==> src/rtl/dec_rr_arbiter_if.sv <==
// Handshake bundle between the round-robin arbiter and its requesters/decoder datapath.
interface dec_rr_arbiter_if;
    logic       en;
    logic [7:0] req;
    logic       done;
    logic [7:0] gnt;
    logic [2:0] gnt_idx;
    logic       gnt_vld;
    logic       timeout;

    modport master (
        output en, req, done,
        input  gnt, gnt_idx, gnt_vld, timeout
    );

    modport slave (
        input  en, req, done,
        output gnt, gnt_idx, gnt_vld, timeout
    );
endinterface

==> src/rtl/dec_rr_arbiter.sv <==
// Eight-way round-robin arbiter with registered index and one-hot grant, one dead cycle between grants.
// Define ARB_TIMEOUT_EN to build the HOLD_MAX hold counter and the timeout pulse.
module dec_rr_arbiter #(
    parameter int unsigned HOLD_MAX = 15
) (
    input  logic             clk,
    input  logic             rst,
    dec_rr_arbiter_if.slave  arb
);

    typedef enum logic [1:0] {
        IDLE    = 2'd0,
        GRANT   = 2'd1,
        RELEASE = 2'd2
    } state_e;

    state_e     state_q, state_d;
    logic [2:0] ptr_q, ptr_d;
    logic [2:0] idx_q, idx_d;
    logic [7:0] gnt_q, gnt_d;
    logic       vld_q, vld_d;

    logic [2:0] win_idx;
    logic       win_vld;
    logic       start;
    logic       soft_exit;
    logic       hold_hit;
    logic       grant_exit;

    // First set request at or after ptr, wrapping modulo 8.
    always_comb begin
        win_idx = ptr_q;
        win_vld = 1'b0;
        for (int unsigned i = 0; i < 8; i++) begin
            if (!win_vld && arb.req[ptr_q + 3'(i)]) begin
                win_vld = 1'b1;
                win_idx = ptr_q + 3'(i);
            end
        end
    end

    assign start      = arb.en & win_vld;
    assign soft_exit  = arb.done | ~arb.req[idx_q] | ~arb.en;
    assign grant_exit = soft_exit | hold_hit;

    always_ff @(posedge clk) begin
        if (rst) begin
            state_q <= IDLE;
            ptr_q   <= '0;
            idx_q   <= '0;
            gnt_q   <= '0;
            vld_q   <= 1'b0;
        end else begin
            state_q <= state_d;
            ptr_q   <= ptr_d;
            idx_q   <= idx_d;
            gnt_q   <= gnt_d;
            vld_q   <= vld_d;
        end
    end

    always_comb begin
        state_d = state_q;
        unique case (state_q)
            IDLE:    state_d = start ? GRANT : IDLE;
            GRANT:   state_d = grant_exit ? RELEASE : GRANT;
            RELEASE: state_d = start ? GRANT : IDLE;
            default: state_d = IDLE;
        endcase
    end

    always_comb begin
        ptr_d = ptr_q;
        idx_d = idx_q;
        gnt_d = gnt_q;
        unique case (state_q)
            GRANT: begin
                if (grant_exit) begin
                    gnt_d = '0;
                    ptr_d = idx_q + 3'd1;
                end
            end
            default: begin
                gnt_d = '0;
                if (start) begin
                    idx_d = win_idx;
                    gnt_d = 8'd1 << win_idx;
                end
            end
        endcase
        vld_d = |gnt_d;
    end

`ifdef ARB_TIMEOUT_EN
    logic [7:0] hold_q, hold_d;
    logic       timeout_q;

    // Counter is zero on the first GRANT cycle, so HOLD_MAX-1 marks the last allowed cycle.
    always_comb begin
        hold_d = '0;
        if (state_q == GRANT) begin
            hold_d = (hold_q == '1) ? hold_q : hold_q + 8'd1;
        end
    end

    assign hold_hit = ({1'b0, hold_q} + 9'd1) >= 9'(HOLD_MAX);

    always_ff @(posedge clk) begin
        if (rst) begin
            hold_q    <= '0;
            timeout_q <= 1'b0;
        end else begin
            hold_q    <= hold_d;
            timeout_q <= (state_q == GRANT) & hold_hit & ~soft_exit;
        end
    end

    assign arb.timeout = timeout_q;
`else
    logic [7:0] unused_hold_max;

    assign unused_hold_max = 8'(HOLD_MAX);
    assign hold_hit        = 1'b0;
    assign arb.timeout     = 1'b0;
`endif

    assign arb.gnt     = gnt_q;
    assign arb.gnt_idx = idx_q;
    assign arb.gnt_vld = vld_q;

endmodule
==> src/flat_wrapper.sv <==
// flat-port wrapper written by rule: the top's interface ports become plain ports
module dec_rr_arbiter_flat 
#(
    parameter int unsigned HOLD_MAX = 15
)
  (clk, rst, arb_en, arb_req, arb_done, arb_gnt, arb_gnt_idx, arb_gnt_vld, arb_timeout);
  dec_rr_arbiter_if arb_i ();
  input  logic clk;
  input  logic rst;
  input wire logic [$bits(arb_i.en)-1:0] arb_en;
  input wire logic [$bits(arb_i.req)-1:0] arb_req;
  input wire logic [$bits(arb_i.done)-1:0] arb_done;
  output wire logic [$bits(arb_i.gnt)-1:0] arb_gnt;
  output wire logic [$bits(arb_i.gnt_idx)-1:0] arb_gnt_idx;
  output wire logic [$bits(arb_i.gnt_vld)-1:0] arb_gnt_vld;
  output wire logic [$bits(arb_i.timeout)-1:0] arb_timeout;
  assign arb_i.en = arb_en;
  assign arb_i.req = arb_req;
  assign arb_i.done = arb_done;
  assign arb_gnt = arb_i.gnt;
  assign arb_gnt_idx = arb_i.gnt_idx;
  assign arb_gnt_vld = arb_i.gnt_vld;
  assign arb_timeout = arb_i.timeout;
  dec_rr_arbiter #(.HOLD_MAX(HOLD_MAX)) u_core (.clk(clk), .rst(rst), .arb(arb_i));
endmodule
==> config.mk <==
export PLATFORM = sky130hd
export DESIGN_NAME = dec_rr_arbiter_flat
export DESIGN_NICKNAME = d
export VERILOG_FILES = /design/src/rtl/dec_rr_arbiter_if.sv /design/src/rtl/dec_rr_arbiter.sv /design/src/flat_wrapper.sv
export SDC_FILE = /design/constraint.sdc
export NUM_CORES = 1
export LEC_CHECK = 0
export CAP_MARGIN = 10
export CORE_MARGIN = 1
export CORE_UTILIZATION = 25
export CTS_CLUSTER_DIAMETER = 150
export DETAILED_ROUTE_END_ITERATION = 10
export GPL_ROUTABILITY_DRIVEN = 0
export PLACE_DENSITY = 0.47
export SYNTH_ARGS = -nofsm -noshare
export SYNTH_HDL_FRONTEND = slang
export SYNTH_SLANG_ARGS = --single-unit
==> constraint.sdc <==
create_clock -name clk -period 4.9 [get_ports clk]
set_input_delay 1.47 -clock clk [delete_from_list [all_inputs] [get_ports clk]]
set_output_delay 1.47 -clock clk [all_outputs]
set_load 0.02 [all_outputs]
==> metrics.txt <==
Die Area approximately 0.0066 mm²; final setup margin between 0.6 and 0.7 ns; DR pass1 iterations 4; register area share after synthesis 0.2174; RSZ-0062 raised after global routing false; post-CTS setup buffers 0; P&R area growth vs syn 21.18%; crit-path most repeated cell mux2_2; routed len/inst 14.19 µm; fill cell count between 600 and 700; placed cells 260; Clock Path Buffers 2; fraction of registers with async set/reset 0; Period minus WS final 4.253 ns; Post-DP Area between 0.0015 and 0.002 mm²; Clock Latency Late Sink about 0.24 ns; antenna viol nets, final 0; Total GRT Usage 0.1215; critical path class in -> reg; Req. time, crit path around 5.1 ns; Critical Path End u_core.arb.gnt[2]; gr ovfl total 0; CP max FO 5; DR vias/cell about 5.1; Seq. cell area 340.3 µm²; Power Density 251.2 mW/mm²; Rows 28; Main synth FF type dfxtp_1; Final Setup Violations 0; Worst-path clk slew approximately 0.06 ns; Clock Skew about 0.0011 ns; RR Endpoint u_core.arb.gnt[2]; most common cell after layout, fill and taps aside clkdlybuf4s50_1; Worst path slowest cell mux4_2; Core Region 0.005991 mm²; crit share post-route 0.8680; Clock Root Buffer clkbuf_8; routed wire length ~3.7 mm; height of the die 81.13 µm; Post-synth EDFFs 0; synth warn 0; initial antenna violation count 0; leak pwr 0.6617 nW; Die W around 81 µm; residual DRC count 0; final instance area between 0.0015 and 0.002 mm²; CTS buffer count 3; nets@finish ~200; Worst Reg-to-Reg Cells 10; Max Slew Vio Count 0; H-tree Lvls 1; post-synthesis area per instance roughly 9 µm²; CTS tree done; Post-Place Worst Slack 0.4060 ns; CP Data Arrival Time ~4.4 ns; global-route wire length before repair 6.230 mm; Critical Path Start arb_req[0]; pin count of the biggest net entering global routing 18; endpoints failing hold 0; Setup crit start kind input port; status finished, final reports clean; multi-input logic area about 0.0011 mm²; fmax around 240 MHz; setup_tns 0 ns; antenna cells 0; VDD IR max between 0.00009 and 0.0001 V; cts hold-fix bufs 0; most frequent cells in the layout clkdlybuf4s50_1 (23), dfxtp_1 (17), nor2_1 (15); Overall Power 0.4764 mW; worst min path class reg -> reg; FF-to-FF Start u_core.ptr_q[1]; worst slew pin tran roughly 0.61 ns; share of cells above drive strength 1 0.1799; CP Capture Type flop; Seq cells post-synth 17; Worst R2R Setup Slack roughly 1.2 ns; DRT iter0 DRCs around 130; Max stage delay on crit path 0.51 ns; Max-cap violations 0; detailed-route via count 1349; Mapped Area roughly 0.0016 mm²; io pins 25; Initial Util 0.2613; crit path cell chain clkdlybuf4s50_1, mux2_2, mux4_2, mux2_2, nor4_4, a21oi_1, xnor2_1, or3b_1, o21ai_1; Synth Instances roughly 170; CTS resizes 0; Mapped Nets between 150 and 200; IO Port Bufs 23; synth unique cells 50; vias in the first global route between 1k and 1.5k; CTS Sinks 17; post-DP HPWL 2.867 mm; slew margin rel. 0.5916; Cell Count, Final, Fillers Out ~260
registers in the layout, summed over array words and instances (netlist names):
| signal | flops |
|---|---|
| u_core.state_q | 2 |
| u_core.arb.gnt_vld | 1 |
| u_core.ptr_q | 3 |
| u_core.arb.gnt | 8 |
| u_core.arb.gnt_idx | 3 |
critical path: cells and delay by family:
kind | cells | cell delay [ns]
buffers and inverters | 1 | 0.48
AOI/OAI and AO/OA | 2 | 0.31
and+or+nand+nor | 2 | 0.86
xor gates and xnor gates | 1 | 0.18
muxes | 3 | 1.12
per-layer routing:
layer / part of all wire / global-route usage / vias up / wire, µm
li1: - / - / 676 / -
met1: 0.49 / 0.1661 / 650 / 1843
met2: 0.48 / 0.2042 / 21 / 1798
met3: 0.022 / 0.02022 / 2 / 84
met4: 0.0053 / 0.01607 / 0 / 20
met5: 0 / 0 / - / 0
stage by stage:
stage                       util  hold slack, ns
after floorplan                -          0.4966
after global placement    0.3091          0.4651
after detailed placement  0.3091          0.4613
after CTS                 0.3166          0.4698
after global routing      0.3166          0.4882
final                     0.3166          0.4636
worst min path at each step:
stage | startpoint | end | slack (ns) | depth (start not counted)
floorplan | u_core.state_q[0] | u_core.state_q[0] | 0.50 | 2
global placement | u_core.arb.gnt[6] | u_core.arb.gnt[6] | 0.47 | 2
detailed placement | u_core.arb.gnt[5] | u_core.arb.gnt[5] | 0.46 | 2
CTS | u_core.arb.gnt[5] | u_core.arb.gnt[5] | 0.47 | 2
global route | u_core.arb.gnt[1] | u_core.arb.gnt[1] | 0.49 | 2
finish | u_core.arb.gnt[5] | u_core.arb.gnt[5] | 0.46 | 2
kinds of logic (layout without fill, tap and decap cells):
logic type / after synthesis / in the layout / share of synthesized area
and+or+nand+nor: 60 / 60 / 0.2174
AOI/OAI and AO/OA: 37 / 37 / 0.1719
muxes: 30 / 30 / 0.2830
DFF: 17 / 17 / 0.2174
buffers and inverters: 15 / 35 / 0.05036
xor gates and xnor gates: 6 / 6 / 0.03358
adders and majority gates: 3 / 3 / 0.02398
other: 1 / 1 / 0.002396
cell usage after synthesis (3+ instances only):
master    instances  share of area
xor2_1            3          0.017
o21ai_0           3         0.0096
mux4_2           10           0.14
ha_1              3          0.024
nand2_1          14          0.034
xnor2_1           3          0.017
nor2_1           15          0.036
nand4_1           3          0.012
clkbuf_1          6          0.014
nor2b_1           3          0.012
dfxtp_1          17           0.22
mux2_2           10          0.072
o21ai_1           8          0.026
mux2i_1           9          0.058
inv_1             5          0.012
a21oi_1           5          0.016
nand2b_1          5          0.020
nand3b_1          4          0.019
where the power goes:
part,switching (mW),internal [mW],leakage [nW]
combinational,0.113,0.103,0.501
clock,0.0435,0.0575,0.0228
sequential,0.0116,0.147,0.138
total,0.168,0.308,0.662
area by class of cell:
cell class,instances,area share
repair buffers,26,0.1332
flip-flops and latches,17,0.1794
multi-input cells,137,0.6042
inverters,5,0.009894
well taps,75,0.04947
clock buffers,4,0.02375
Note: power is estimated with default switching activity, not from simulation.
